**src/rtl/unsigned_div_v.sv**
```systemverilog
// Sequential 8-bit / 4-bit unsigned restoring divider, one quotient bit per clock.
// Optional UNSIGNED_DIV_V_EARLY_EXIT_EN: finish in one cycle when dividend < divisor.
module unsigned_div_v (
  input  logic       i_clk,
  input  logic       i_rst_n,
  input  logic       i_start,
  input  logic [7:0] i_fu,
  input  logic [3:0] i_bu,
  output logic [7:0] o_qu,
  output logic [3:0] o_ru,
  output logic       o_busy,
  output logic       o_done,
  output logic       o_dbz
);

  typedef enum logic [1:0] {
    IDLE,
    CALC,
    DONE
  } state_t;

  state_t     state, state_n;
  logic [7:0] dq, dq_n;
  logic [3:0] dvs, dvs_n;
  logic [4:0] prem, prem_n;
  logic [3:0] cnt, cnt_n;
  logic [7:0] qu_n;
  logic [3:0] ru_n;
  logic       dbz_n, busy_n, done_n;

  logic [5:0] shifted;
  logic [5:0] diff;
  logic       borrow;
  logic       qbit;

  // Bit 5 of the trial difference is the borrow out of the 5-bit subtract.
  assign shifted = {prem, dq[7]};
  assign diff    = shifted - {2'b00, dvs};
  assign borrow  = diff[5];
  assign qbit    = ~borrow;

  always_comb begin
    state_n = state;
    dq_n    = dq;
    dvs_n   = dvs;
    prem_n  = prem;
    cnt_n   = cnt;
    qu_n    = o_qu;
    ru_n    = o_ru;
    dbz_n   = o_dbz;
    busy_n  = o_busy;
    done_n  = 1'b0;
    unique case (state)
      IDLE: begin
        busy_n = 1'b0;
        if (i_start) begin
          if (i_bu == 4'd0) begin
            qu_n    = 8'hFF;
            ru_n    = 4'hF;
            dbz_n   = 1'b1;
            done_n  = 1'b1;
            busy_n  = 1'b1;
            state_n = DONE;
          end
`ifdef UNSIGNED_DIV_V_EARLY_EXIT_EN
          else if (i_fu < {4'b0000, i_bu}) begin
            qu_n    = 8'h00;
            ru_n    = i_fu[3:0];
            dbz_n   = 1'b0;
            done_n  = 1'b1;
            busy_n  = 1'b1;
            state_n = DONE;
          end
`endif
          else begin
            dq_n    = i_fu;
            dvs_n   = i_bu;
            prem_n  = 5'd0;
            cnt_n   = 4'd0;
            busy_n  = 1'b1;
            state_n = CALC;
          end
        end
      end
      CALC: begin
        prem_n = borrow ? shifted[4:0] : diff[4:0];
        dq_n   = {dq[6:0], qbit};
        cnt_n  = cnt + 4'd1;
        if (cnt == 4'd7) begin
          qu_n    = {dq[6:0], qbit};
          ru_n    = prem_n[3:0];
          dbz_n   = 1'b0;
          done_n  = 1'b1;
          state_n = DONE;
        end
      end
      DONE: begin
        busy_n  = 1'b0;
        state_n = IDLE;
      end
      default: begin
        busy_n  = 1'b0;
        state_n = IDLE;
      end
    endcase
  end

  always_ff @(posedge i_clk) begin
    if (!i_rst_n) begin
      state  <= IDLE;
      dq     <= 8'd0;
      dvs    <= 4'd0;
      prem   <= 5'd0;
      cnt    <= 4'd0;
      o_qu   <= 8'd0;
      o_ru   <= 4'd0;
      o_dbz  <= 1'b0;
      o_busy <= 1'b0;
      o_done <= 1'b0;
    end else begin
      state  <= state_n;
      dq     <= dq_n;
      dvs    <= dvs_n;
      prem   <= prem_n;
      cnt    <= cnt_n;
      o_qu   <= qu_n;
      o_ru   <= ru_n;
      o_dbz  <= dbz_n;
      o_busy <= busy_n;
      o_done <= done_n;
    end
  end

endmodule

```
**config.mk**
```make
export PLATFORM = sky130hd
export DESIGN_NAME = unsigned_div_v
export DESIGN_NICKNAME = d
export VERILOG_FILES = /design/src/rtl/unsigned_div_v.sv
export SDC_FILE = /design/constraint.sdc
export NUM_CORES = 1
export LEC_CHECK = 0
export BUFFER_PORTS_ARGS = -buffer_cell sky130_fd_sc_hd__buf_2
export CAP_MARGIN = 20
export CORE_ASPECT_RATIO = 1.2
export CORE_MARGIN = 5
export CORE_UTILIZATION = 55
export DETAILED_ROUTE_END_ITERATION = 6
export PLACE_DENSITY = 0.87
export SETUP_SLACK_MARGIN = 0.2
export SLEW_MARGIN = 20
export SYNTH_ARGS = -nofsm -noshare
export SYNTH_HDL_FRONTEND = slang
export SYNTH_SLANG_ARGS = --single-unit
```
**constraint.sdc**
```tcl
create_clock -name i_clk -period 2.5 [get_ports i_clk]
set_clock_uncertainty 0.15 [all_clocks]
set_input_delay 0.5 -clock i_clk [delete_from_list [all_inputs] [get_ports i_clk]]
set_output_delay 0.5 -clock i_clk [all_outputs]
set_load 0.05 [all_outputs]
```
==> reports/summary.txt <==
======================================================================================================
Source of the worst register-to-register timing path                                            dvs[3]
Summed area of non-filler cells in the final layout                                           2152 µm²
Length of the first detailed-routing pass in iterations                                              4
Worst vdd ir                                                                                 0.5249 mV
Max_cap viols                                                                                        0
Type of destination of the critical path                                                          flop
Synthesized area per cell                                                                    9.034 µm²
Top post-synthesis cells by area                                                          sky130_fd_sc_hd__dfxtp_1, sky130_fd_sc_hd__mux2i_1, sky130_fd_sc_hd__o21ai_0
Fraction of layout instances using a drive strength above 1                                     25.00%
Worst setup path end                                                                           o_ru[2]
Number of nets in the layout                                                                       256
Most common cell after layout, fill and taps aside                                        sky130_fd_sc_hd__dfxtp_1
Instance count of the mapped netlist                                                               204
Sinks on Clock Net                                                                                  38
Net Count, Synth                                                                                   225
Number of inserted diodes                                                                            0
Final period util                                                                               86.83%
Arrival time worst endpoint                                                                    2.19 ns
Post-route ant nets                                                                                  0
Maximum fanout along the worst path                                                                  6
R2R Setup Slk                                                                                  0.33 ns
Number of antenna violations at the first check in global routing                                    0
Result of the run                                                                         complete, no violations
Instance area at placement                                                                    2013 µm²
Max-slew violation count                                                                             0
Wire length of the first global-routing pass                                                  6.603 mm
Footprint of the flip-flops and latches                                                      760.7 µm²
Leakage power                                                                              0.001021 µW
Area of the core region                                                                       3281 µm²
Final Wtd Congestion                                                                            0.8747
Depth of the worst register-to-register path                                                         7
Total half-perimeter wirelength after legalization and detailed placement                     2.817 mm
Required time at the worst-slack endpoint                                                      2.52 ns
Top cell type's share of synthesized area                                                       41.28%
Cell variety after synth                                                                            42
Reg2reg end                                                                                    o_ru[2]
Shortest period the worst path allows                                                         2.171 ns
Hold Crit Class                                                                                 in2reg
Number of port buffers                                                                              29
Largest net degree at the start of global routing                                                   39
Area of the mapped netlist                                                                    1843 µm²
Highest clock rate                                                                          0.4607 GHz
Commonest cells after routing, fill and taps aside                                        sky130_fd_sc_hd__dfxtp_1, sky130_fd_sc_hd__buf_2, sky130_fd_sc_hd__nand2_1
Routed vias/inst                                                                                 5.718
Power per Cell Area                                                                       673.5 nW/µm²
FP Rows                                                                                             23
Number of setup violations in the final report                                                       0
Clock transition at the register clock pins on the worst setup and hold paths after CTS        0.07 ns
Sum of overflow across all layers after global routing                                               0
Final Hold Vio Count                                                                                 0
Cts bufs inserted                                                                                    5
Unrepaired setup endpoints after global routing                                                     no
GRT Util Overall                                                                                18.23%
Clock tree from TritonCTS                                                                        built
Boundary pin count                                                                                  30
Accumulated negative setup slack                                                                  0 ns
Fill cells                                                                                         284
Total of flip-flops plus latches after synthesis                                                    38
Biggest area consumer among synthesized cells                                             sky130_fd_sc_hd__dfxtp_1
Die X                                                                                         62.85 µm
Initial standard-cell utilization of the core                                                   56.18%
Yosys warning total                                                                                  0
Vias in the first global route                                                                   1,508
1st-iter DRT viols                                                                                  88
Worst-margin pin slew                                                                        0.9149 ns
Classification of the worst setup path                                                         reg2reg
Clock network latency to the later pin of the worst-skew pair                                  0.29 ns
Layout-stage area growth over the synthesis result                                              16.77%
Total die area                                                                                4613 µm²
Setup crit start kind                                                                             flop
CTS root buffer                                                                           sky130_fd_sc_hd__clkbuf_8
Average wire per cell in the routed design                                                    14.20 µm
Total Wirelength                                                                              3.877 mm
H-Tree Depth                                                                                         2
Area of the multi-input gates                                                                 1020 µm²
Via count                                                                                        1,561
Sequential cell area fraction in the yosys report                                               41.28%
Overall die height                                                                            73.41 µm
Residual DRC                                                                                         0
Rel. slew slack                                                                                 38.74%
Bufs on Longest Clock Path                                                                           2
Launch point of the critical path                                                               dvs[3]
======================================================================================================
[area by class of cell]
| cell class | count | area share [%] |
|---|---|---|
| clock buffer | 5 | 3.198 |
| clock inverter | 3 | 1.860 |
| inverter | 7 | 1.221 |
| multi-input combinational | 148 | 47.38 |
| sequential | 38 | 35.35 |
| tap | 37 | 2.151 |
| timing repair buffer | 35 | 8.837 |
[report_power, final]
| group | internal, µW | leakage (µW) | total, µW | switching, µW |
|---|---|---|---|---|
| logic | 124 | 0.000653 | 284 | 160 |
| clock network | 293 | 0.0000579 | 504 | 211 |
| registers | 636 | 0.000310 | 661 | 24.9 |
[registers in the layout, summed over array words and instances, names as in the netlist]
name,count
o_done,1
o_busy,1
o_ru,4
state,2
dvs,4
o_dbz,1
cnt,4
dq,8
prem,5
o_qu,8
[critical path, cell delays in order, from the launching register on]
cell and delay (ns):
sky130_fd_sc_hd__dfxtp_1 0.32, sky130_fd_sc_hd__inv_1 0.05, sky130_fd_sc_hd__ha_1 0.38, sky130_fd_sc_hd__o21ai_1 0.11, sky130_fd_sc_hd__a21o_4 0.23, sky130_fd_sc_hd__a221oi_4 0.37, sky130_fd_sc_hd__mux2i_2 0.33, sky130_fd_sc_hd__a21oi_1 0.11
[through the flow]
step	hold WS (ns)	util (%)	power (µW)	setup WS, ns	cells
2_1_floorplan	0.3030	-	871.9	0.5180	204
3_3_place_gp	0.3194	61.37	927.5	0.1306	264
3_5_place_dp	0.3306	61.37	933.3	0.1003	264
4_1_cts	0.3280	64.68	1446	0.2585	272
5_1_grt	0.3364	65.60	1524	0.2001	273
6_report	0.3379	65.60	1449	0.3292	273
[cells by family after synthesis]
logic type	Yosys count	share of synthesized area (%)
simple gates	66	19.01
compound gates	63	23.42
flops	38	41.28
buf+inv	18	4.616
mux	11	6.246
fa+ha+maj	6	4.481
xor+xnor	2	0.9506
[timing repair]
item | 4_1_cts | 5_1_grt
buffers inserted | 0 | 1
resized for setup | 0 | 4
hold buffers | 0 | 0
endpoints found under the setup margin | 0 | 3
[how the worst min path moves through the flow]
stage | start | to | slack, ns | cells after the start
finish | i_bu[0] | dvs[0] | 0.34 | 3
global route | i_bu[0] | dvs[0] | 0.34 | 3
CTS | i_fu[5] | dq[5] | 0.33 | 3
detailed placement | dvs[1] | dvs[1] | 0.33 | 2
global placement | dvs[2] | dvs[2] | 0.32 | 2
floorplan | cnt[3] | cnt[3] | 0.30 | 2
[cells in the mapped netlist]
cell and number:
sky130_fd_sc_hd__o21ai_0 19, sky130_fd_sc_hd__nand3_1 5, sky130_fd_sc_hd__mux2_4 1, sky130_fd_sc_hd__ha_1 5
sky130_fd_sc_hd__mux2i_1 10, sky130_fd_sc_hd__nand3b_1 1, sky130_fd_sc_hd__fa_1 1, sky130_fd_sc_hd__nor4b_1 1
sky130_fd_sc_hd__o41ai_1 1, sky130_fd_sc_hd__nand2b_1 3, sky130_fd_sc_hd__a32o_1 1, sky130_fd_sc_hd__o31ai_1 1
sky130_fd_sc_hd__nor3b_2 1, sky130_fd_sc_hd__and2_1 1, sky130_fd_sc_hd__and3b_1 2, sky130_fd_sc_hd__or3_1 2
sky130_fd_sc_hd__a221oi_4 1, sky130_fd_sc_hd__o211a_1 8, sky130_fd_sc_hd__nor3b_1 1, sky130_fd_sc_hd__a21o_2 1
sky130_fd_sc_hd__nor4_1 1, sky130_fd_sc_hd__a21oi_1 17, sky130_fd_sc_hd__a21o_4 1, sky130_fd_sc_hd__buf_2 2
sky130_fd_sc_hd__nand2_1 21, sky130_fd_sc_hd__clkbuf_1 6, sky130_fd_sc_hd__nor2_2 1, sky130_fd_sc_hd__inv_1 7
sky130_fd_sc_hd__nor2b_1 4, sky130_fd_sc_hd__xor2_1 2, sky130_fd_sc_hd__nor2_1 15, sky130_fd_sc_hd__or2_2 1
sky130_fd_sc_hd__and3_2 2, sky130_fd_sc_hd__or3b_2 1, sky130_fd_sc_hd__a21boi_0 7, sky130_fd_sc_hd__buf_6 1
sky130_fd_sc_hd__nor4_4 1, sky130_fd_sc_hd__buf_4 2, sky130_fd_sc_hd__dfxtp_1 38, sky130_fd_sc_hd__o21ai_1 4
sky130_fd_sc_hd__nor3_1 2, sky130_fd_sc_hd__o221a_2 2
[layer usage]
metal	vias up	track usage [%]	part of all wire, %	wire length (µm)
met5	-	0	0	0
met4	0	9.198	2.2	85
li1	791	-	-	-
met2	38	31.57	51	1962
met1	721	20.80	41	1604
met3	11	4.740	5.8	226
Power figures use the tool's default switching activity.
